--- config.mk ---
export PLATFORM = sky130hd
export DESIGN_NAME = riffa_tx_sender
export DESIGN_NICKNAME = d
export VERILOG_FILES = /design/src/rtl/riffa_pkg.sv /design/src/rtl/tx_fifo_fwft.sv /design/src/rtl/riffa_tx_sender.sv
export SDC_FILE = /design/constraint.sdc
export NUM_CORES = 1
export LEC_CHECK = 0
export CAP_MARGIN = 40
export CORE_MARGIN = 10
export CORE_UTILIZATION = 47
export DETAILED_ROUTE_END_ITERATION = 12
export PLACE_DENSITY_LB_ADDON = 0.1
export SETUP_SLACK_MARGIN = 0.1
export SYNTH_ARGS = -nofsm -noshare
export SYNTH_HDL_FRONTEND = slang
export SYNTH_HIERARCHICAL = 1
export SYNTH_SLANG_ARGS = --single-unit
export TNS_END_PERCENT = 10
--- constraint.sdc ---
create_clock -name clk -period 17.7 [get_ports clk]
set_clock_uncertainty 0.05 [all_clocks]
set_input_delay 2.655 -clock clk [delete_from_list [all_inputs] [get_ports clk]]
set_output_delay 2.655 -clock clk [all_outputs]
set_load 0.01 [all_outputs]
--- src/rtl/riffa_pkg.sv ---
`default_nettype none
// ============================================================================
// Package     : riffa_pkg
// Description : Shared constants and types for the RIFFA TX sender.
//               Provides the TX FSM state encoding, the RIFFA word width and
//               the zero-pad width used to build CHNL_TX_LEN from the
//               default transaction length width.
// Revision    : 1.0 - initial release
// ============================================================================
package riffa_pkg;

    // RIFFA counts lengths and offsets in 32-bit words.
    localparam int RIFFA_WORD_W = 32;

    // Default width of the 128-bit word count and the matching zero pad
    // that makes {pad, len, 2'b00} exactly one RIFFA word wide.
    localparam int RIFFA_LEN_W     = 20;
    localparam int RIFFA_LEN_PAD_W = RIFFA_WORD_W - RIFFA_LEN_W - 2;

    // Bit 0 marks the states in which the channel request is held high.
    typedef enum logic [1:0] {
        ST_IDLE = 2'b00,
        ST_REQ  = 2'b01,
        ST_XFER = 2'b11,
        ST_DONE = 2'b10
    } tx_state_t;

endpackage : riffa_pkg
`default_nettype wire

--- src/rtl/tx_fifo_fwft.sv ---
`default_nettype none
// ============================================================================
// Module      : tx_fifo_fwft
// Description : Small first-word-fall-through FIFO. The head word is read
//               straight from the register array, so it is valid in the
//               same cycle that empty is low.
// Ports       : clk, rst (async, active-high)
//               flush      - synchronous clear of both pointers
//               push       - write push_data (ignored when full)
//               pop        - discard head (ignored when empty)
//               head       - current head word
//               empty/full - occupancy flags
// Revision    : 1.0 - initial release
// ============================================================================
module tx_fifo_fwft #(
    parameter int DATA_WIDTH = 128,
    parameter int FIFO_DEPTH = 4
) (
    input  logic                  clk,
    input  logic                  rst,
    input  logic                  flush,
    input  logic                  push,
    input  logic [DATA_WIDTH-1:0] push_data,
    input  logic                  pop,
    output logic [DATA_WIDTH-1:0] head,
    output logic                  empty,
    output logic                  full
);

    localparam int c_AW = $clog2(FIFO_DEPTH);

    // One extra pointer bit distinguishes full from empty when the
    // address bits coincide.
    logic [c_AW:0]           r_wptr;
    logic [c_AW:0]           r_rptr;
    logic [DATA_WIDTH-1:0]   r_mem [FIFO_DEPTH];
    logic                    w_do_push;
    logic                    w_do_pop;

    assign empty = (r_wptr == r_rptr);
    assign full  = (r_wptr[c_AW] != r_rptr[c_AW]) &&
                   (r_wptr[c_AW-1:0] == r_rptr[c_AW-1:0]);

    assign w_do_push = push && !full;
    assign w_do_pop  = pop && !empty;

    assign head = r_mem[r_rptr[c_AW-1:0]];

    always_ff @(posedge clk or posedge rst) begin
        if (rst) begin
            r_wptr <= '0;
            r_rptr <= '0;
            for (int i = 0; i < FIFO_DEPTH; i++) begin
                r_mem[i] <= '0;
            end
        end else if (flush) begin
            r_wptr <= '0;
            r_rptr <= '0;
        end else begin
            if (w_do_push) begin
                r_mem[r_wptr[c_AW-1:0]] <= push_data;
                r_wptr                  <= r_wptr + (c_AW+1)'(1);
            end
            if (w_do_pop) begin
                r_rptr <= r_rptr + (c_AW+1)'(1);
            end
        end
    end

endmodule : tx_fifo_fwft
`default_nettype wire

--- src/rtl/riffa_tx_sender.sv ---
`default_nettype none
// ============================================================================
// Module      : riffa_tx_sender
// Description : Sends one host-bound RIFFA TX transaction per start command.
//               A valid/ready word stream is buffered in a FWFT FIFO and
//               then handed to the RIFFA CHNL_TX request/ack, data/ren
//               interface. Build macro TX_WORD_SWAP_EN reverses the 32-bit
//               lane order of chnl_tx_data.
// Ports       : clk, rst (async, active-high)
//               start, num_words     - command and length (128-bit words)
//               busy, done           - status; done is a one-cycle pulse
//               s_data/valid/ready   - input word stream
//               chnl_tx*             - RIFFA CHNL_TX endpoint interface
// Revision    : 1.0 - initial release
// ============================================================================
module riffa_tx_sender
    import riffa_pkg::*;
#(
    parameter int DATA_WIDTH = 128,
    parameter int LEN_WIDTH  = RIFFA_LEN_W,
    parameter int FIFO_DEPTH = 4
) (
    input  logic                  clk,
    input  logic                  rst,
    input  logic                  start,
    input  logic [LEN_WIDTH-1:0]  num_words,
    output logic                  busy,
    output logic                  done,
    input  logic [DATA_WIDTH-1:0] s_data,
    input  logic                  s_valid,
    output logic                  s_ready,
    output logic                  chnl_tx,
    input  logic                  chnl_tx_ack,
    output logic                  chnl_tx_last,
    output logic [31:0]           chnl_tx_len,
    output logic [30:0]           chnl_tx_off,
    output logic [DATA_WIDTH-1:0] chnl_tx_data,
    output logic                  chnl_tx_data_valid,
    input  logic                  chnl_tx_data_ren
);

    localparam int c_LEN_PAD_W = RIFFA_WORD_W - LEN_WIDTH - 2;

    tx_state_t              r_state;
    logic [LEN_WIDTH-1:0]   r_len_q;
    logic [LEN_WIDTH-1:0]   r_in_cnt;
    logic [LEN_WIDTH-1:0]   r_out_cnt;
    logic                   r_zero_done;

    logic                   w_fifo_empty;
    logic                   w_fifo_full;
    logic [DATA_WIDTH-1:0]  w_head;
    logic                   w_push;
    logic                   w_pop;
    logic                   w_active;

    // Every term here is a register, so ren never reaches s_ready.
    assign w_active = (r_state == ST_REQ) || (r_state == ST_XFER);
    assign s_ready  = !w_fifo_full && (r_in_cnt != r_len_q) && w_active;
    assign w_push   = s_valid && s_ready;

    assign chnl_tx_data_valid = !w_fifo_empty && (r_state == ST_XFER);
    assign w_pop              = chnl_tx_data_valid && chnl_tx_data_ren;

    assign busy         = (r_state != ST_IDLE);
    assign chnl_tx      = w_active;
    assign done         = (r_state == ST_DONE) || r_zero_done;
    assign chnl_tx_last = 1'b1;
    assign chnl_tx_off  = '0;
    assign chnl_tx_len  = {{c_LEN_PAD_W{1'b0}}, r_len_q, 2'b00};

    tx_fifo_fwft #(
        .DATA_WIDTH (DATA_WIDTH),
        .FIFO_DEPTH (FIFO_DEPTH)
    ) u_fifo (
        .clk       (clk),
        .rst       (rst),
        .flush     (r_state == ST_IDLE),
        .push      (w_push),
        .push_data (s_data),
        .pop       (w_pop),
        .head      (w_head),
        .empty     (w_fifo_empty),
        .full      (w_fifo_full)
    );

    always_ff @(posedge clk or posedge rst) begin
        if (rst) begin
            r_state     <= ST_IDLE;
            r_len_q     <= '0;
            r_in_cnt    <= '0;
            r_out_cnt   <= '0;
            r_zero_done <= 1'b0;
        end else begin
            r_zero_done <= 1'b0;

            // Pushes and pops only happen in REQ/XFER; the compares with
            // r_len_q stop both counters at the transaction length.
            if (w_push) begin
                r_in_cnt <= r_in_cnt + LEN_WIDTH'(1);
            end
            if (w_pop) begin
                r_out_cnt <= r_out_cnt + LEN_WIDTH'(1);
            end

            case (r_state)
                ST_IDLE: begin
                    if (start) begin
                        if (num_words != '0) begin
                            r_len_q   <= num_words;
                            r_in_cnt  <= '0;
                            r_out_cnt <= '0;
                            r_state   <= ST_REQ;
                        end else begin
                            // Empty transaction: report completion without
                            // ever raising the channel request.
                            r_zero_done <= 1'b1;
                        end
                    end
                end
                ST_REQ: begin
                    if (chnl_tx_ack) begin
                        r_state <= ST_XFER;
                    end
                end
                ST_XFER: begin
                    if (w_pop && (r_out_cnt == r_len_q - LEN_WIDTH'(1))) begin
                        r_state <= ST_DONE;
                    end
                end
                ST_DONE: begin
                    r_state <= ST_IDLE;
                end
                default: begin
                    r_state <= ST_IDLE;
                end
            endcase
        end
    end

`ifdef TX_WORD_SWAP_EN
    localparam int c_LANES = DATA_WIDTH / RIFFA_WORD_W;

    for (genvar i = 0; i < c_LANES; i++) begin : g_lane_swap
        assign chnl_tx_data[i*RIFFA_WORD_W +: RIFFA_WORD_W] =
            w_head[(c_LANES-1-i)*RIFFA_WORD_W +: RIFFA_WORD_W];
    end
`else
    assign chnl_tx_data = w_head;
`endif

endmodule : riffa_tx_sender
`default_nettype wire

Yosys cells after proc, flatten, opt, wreduce, memory -nomap -nowiden. Cells that the tools add are included.

Bitwise gates (word level): 3. Shift-type cells: 0. Equality and inequality tests: 12. $lt $le $gt $ge: 3. Divide/modulo/power cells: 0. Reduce and logical (&&, ||, !) cells: 22. Mux-type cells: 26. $add $sub $neg: 5. $mul: 0.

Operator list (number): $bwmux W512 (1); $mux W128 (3); $bmux W128 S2 (1); $demux W128 S2 (1); $mux W20 (8); $add A20 B1 Y20 const B (2); $eq A20 B20 Y1 (1); $ne A20 B20 Y1 (1); $reduce_bool A20 Y1 (1); $sub A20 B1 Y20 const B (1); $mux W3 (4); $logic_and A1 B1 Y1 (10); $mux W2 (4); $pmux W2 S4 (1); $add A3 B1 Y3 const B (2); $ge A3 B3 Y1 const B (2); $ne A2 B2 Y1 const B (3); $not A2 Y3 (2); $reduce_bool A2 Y1 (3); $eq A2 B2 Y1 const B (2); $reduce_and A4 Y1 (1); $eq A3 B3 Y1 (1); $lt A3 B1 Y1 const B (1); $mux W1 (3); 10 further kinds (12).

Memories: 0. Latch bits: 0. Logic and storage cells: 82. RAM bits: 0. Output and inout bits: 197. Register bits after elaboration: 581. ROM bits: 0. Input bits: 154.

Logic depth before layout (Yosys ltp).
Word-level depth: 10. Depth in mapped cells: 11. Depth with buffers taken out: 8.

Hierarchy. Netlist, hierarchy kept.

Modules (own cells, without submodules): tx_fifo_fwft (area an instance 22816.9 sq um, seq. area each 12962.4 sq um, times used 1, cells each 1309); riffa_tx_sender (area an instance 4265.3 sq um, seq. area each 1576.5 sq um, times used 1, cells each 504).

Worst setup path after synthesis. Ideal clock, no wire load.

Path kind: reg-to-output. Start point: register u_fifo.r_rptr[1]. End point: output port chnl_tx_data[67]. Buffers on the path: 3. Path slack: 13373 ps. Arrival time: 1622 ps. Required time: 14995 ps. Stages on the path, launching flop included: 5. Cells stage by stage: dfrtp_1 > buf_4 > buf_2 > buf_2 > mux4_2.

Cells in the longest elaborated chain, start to end: 4.

RTL lines: start: declaration (RTL line tx_fifo_fwft.sv:35) `logic [c_AW:0] r_rptr;`; start signal: assignment (RTL line tx_fifo_fwft.sv:65) `r_rptr <= r_rptr + (c_AW+1)'(1);`; $not A2 Y3 (not written as such) (RTL line tx_fifo_fwft.sv:47) `assign head = r_mem[r_rptr[c_AW-1:0]];`; $bmux W128 S2 (RTL line tx_fifo_fwft.sv:47); $mux W128 (not written as such) (2 in a row) (RTL line tx_fifo_fwft.sv:47); end: declaration (RTL line riffa_tx_sender.sv:37) `output logic [DATA_WIDTH-1:0] chnl_tx_data,`.

Every way passes these cells. The select of a mux whose other input is x is not followed.

Worst setup path after layout.
Start point: register u_fifo.r_rptr[1]. End point: output port chnl_tx_data[89].

Same word-level chain as after synthesis.

==> metrics.md <==
| Metric | Value |
|---|---|
| Top post-synthesis cells by area | `dfrtp_1 54%, mux2_2 21%, mux4_2 11%` |
| Post-DP Area | `~0.03 mm^2` |
| Hold Vio Cnt, Final | `0` |
| # hold bufs at CTS | `0` |
| Final Non-Filler Cells | `about 2,900` |
| CTS tree | `built` |
| Clock transition at path regs | `0.06 ns` |
| Most used DFF post-synth | `dfrtp_1` |
| Num CTS Buffers | `61` |
| GPL Wtd Cong | `0.807` |
| Synthesized flop and latch total | `approximately 580` |
| Worst Setup End Kind | `primary output` |
| Cells after DPL | `~2,800` |
| Top cells by count, synth | `581 x dfrtp_1, 512 x mux2_2, 128 x mux4_2` |
| DRC viols | `0` |
| Global-route wire length before repair | `102,000 um` |
| RSZ-0062 raised after global routing | `no` |
| Bufs on Longest Clock Path | `3` |
| Max Cap Viol | `0` |
| Clock latency on the worst-skew pair | `0.61 ns` |
| Peak VDD IR | `about 0.094 mV` |
| Synthesized area per cell | `14.9 um^2` |
| Final period util | `a little over a third` |
| Tmin final | `6.15 ns` |
| Sequential area share after synthesis | `53.7%` |
| H-tree levels | `2` |
| Drt first pass iters | `8` |
| WL final | `approximately 64,000 um` |
| Vias | `16,200` |
| Initial antenna violation count | `4` |
| Initial Util | `47.8%` |
| Post-Syn Instances | `1,813` |
| Total GRT Usage | `19.0%` |
| Die X | `about 260 um` |
| Setup_tns | `0 ns` |
| Highest Clock Rate | `between 150 and 200 MHz` |
| Slew @ Worst Pin | `between 0.8 and 0.9 ns` |
| Die height | `260 um` |
| Post-route ant nets | `0` |
| Cell with the most instances after synthesis | `dfrtp_1` |
| Die area | `0.0676 mm^2` |
| Fin area | `0.0327 mm^2` |
| Status | `completed` |
| Share of cells above drive strength 1 | `37.1%` |
| CP startpoint kind | `flip-flop` |
| Num rows | `87` |
| Max FO, Critical Path | `36` |
| Port bufs | `slightly above 300` |
| Max-slew violations | `0` |
| Worst Hold Class | `reg -> reg` |
| Area leader, netlist | `dfrtp_1` |
| Vias per std cell | `5.54` |
| EDFF count, synth | `0` |
| FILL cells | `4,528` |
| Total gr overflow | `0` |
| Synth cell types | `a little under 60` |
| CTS sink cnt | `581` |
| Vias in the first global route | `approximately 18,000` |
| Clk root buf | `clkbuf_16` |
| Drt wl/cell | `22.1 um` |
| Post-DP HPWL | `43,000 um` |
| Endpoints failing setup | `0` |
| # resized after CTS | `0` |
| Starting DRT DRC Count | `863` |
| Async set-reset flop share out of synthesis | `100%` |
| Power density over the cells | `199 mW/mm^2` |
| Yosys top cell area share | `53.7%` |
| Arrival @ worst endpoint | `3.44 ns` |
| Synthesized area | `0.0271 mm^2` |
| CP required | `about 15 ns` |
| Critical path class | `reg -> out` |
| Final nets | `2,270` |
| Layout area overhead | `20.9%` |
| Setup slack, reg-to-reg | `13.41 ns` |
| Slew HR | `42.4%` |
| Leakage | `roughly 14 nW` |
| IO Count | `351` |
| Largest net degree at the start of global routing | `80` |
| Ys Warns | `6` |
| Core Area | `between 0.05 and 0.06 mm^2` |
| Post-CTS Setup Bufs | `0` |
==> power breakdown <==
part	internal, W	total, W	leakage, nW	switching (W)
Combinational	0.00174	0.00290	5.95	0.00116
Sequential	0.00196	0.00235	7.07	0.000391
Clock	0.000733	0.00125	0.996	0.000520
==> routing by layer <==
layer	share of wire (%)	GRT usage, %	vias to the layer above
met3	5.0	3.57	83
li1	-	-	7172
met1	43	24.7	8585
met2	51	32.6	304
met4	1.6	4.21	6
met5	0.064	0	-
==> logic make-up after synthesis <==
group | after synthesis | synth area share, %
adder cells (fa/ha/maj) | 8 | 0.370
other | 2 | 0.0277
AO/OA/AOI/OAI | 71 | 1.90
multiplexers | 644 | 32.1
flip-flops | 581 | 53.7
XOR/XNOR | 75 | 2.45
AND/OR/NAND/NOR | 261 | 4.94
buffers and inverters | 171 | 4.55
==> flip-flops by register name, indices dropped and copies added, names as in the netlist <==
signal	cells
u_fifo/r_mem	512
r_in_cnt	20
r_len_q	20
r_out_cnt	20
u_fifo/r_rptr	3
u_fifo/r_wptr	3
r_state	2
r_zero_done	1
==> worst max-delay path: stages (launching register included) <==
cell and delay, ns:
dfrtp_4 0.87, buf_4 0.46, buf_16 0.32, mux4_2 0.55
clkdlybuf4s50_1 0.59
==> worst paths after layout <==
check                                              startpoint                            end  cells after the start
worst max register to register   u_fifo/r_rptr[0]$_DFFE_PP0P_  u_fifo/r_mem[278]$_DFFE_PP0P_                     11
worst min-delay path            u_fifo/r_mem[319]$_DFFE_PP0P_  u_fifo/r_mem[319]$_DFFE_PP0P_                      1
worst min register to register  u_fifo/r_mem[319]$_DFFE_PP0P_  u_fifo/r_mem[319]$_DFFE_PP0P_                      1
worst max-delay path             u_fifo/r_rptr[1]$_DFFE_PP0P_               chnl_tx_data[89]                      4
max in group asynchronous                                 rst  u_fifo/r_mem[241]$_DFFE_PP0P_                      7
min in group asynchronous                                 rst  u_fifo/r_mem[327]$_DFFE_PP0P_                      2
==> final cells by class <==
type	count	area, um^2	share of cell area [%]
flip-flops and latches	581	14500	44.4
multi-input cells	1103	11500	35.2
repair buffers	348	3680	11.3
clock buffers	91	1810	5.53
well taps	756	946	2.89
clock inverters	20	176	0.539
inverters	13	56.3	0.172
diodes	2	5.00	0.0153
==> stage by stage <==
step | setup WS, ns | power [W] | utilization [%] | hold WS [ns]
5_1_grt | 11.34 | 0.00690 | 57.7 | 0.458
3_3_place_gp | 11.68 | 0.00516 | 53.5 | 0.431
2_1_floorplan | 0.525 | 0.00418 | - | 0.424
6_report | 11.55 | 0.00651 | 57.7 | 0.448
4_1_cts | 11.44 | 0.00660 | 57.7 | 0.452
3_5_place_dp | 11.89 | 0.00532 | 54.2 | 0.438
==> cell usage in the layout (no fill, tap or decap), types with 17 or more instances in the layout <==
cell type          n
nor2_1            46
conb_1            44
xor2_1            40
xnor2_1           34
clkbuf_16         61
mux2_2           512
mux4_2           128
buf_4             26
clkdlybuf4s50_1  306
clkbuf_8          17
nor4_1            19
dfrtp_1          579
nand2_1           87
(Power assumes the default switching activity.)
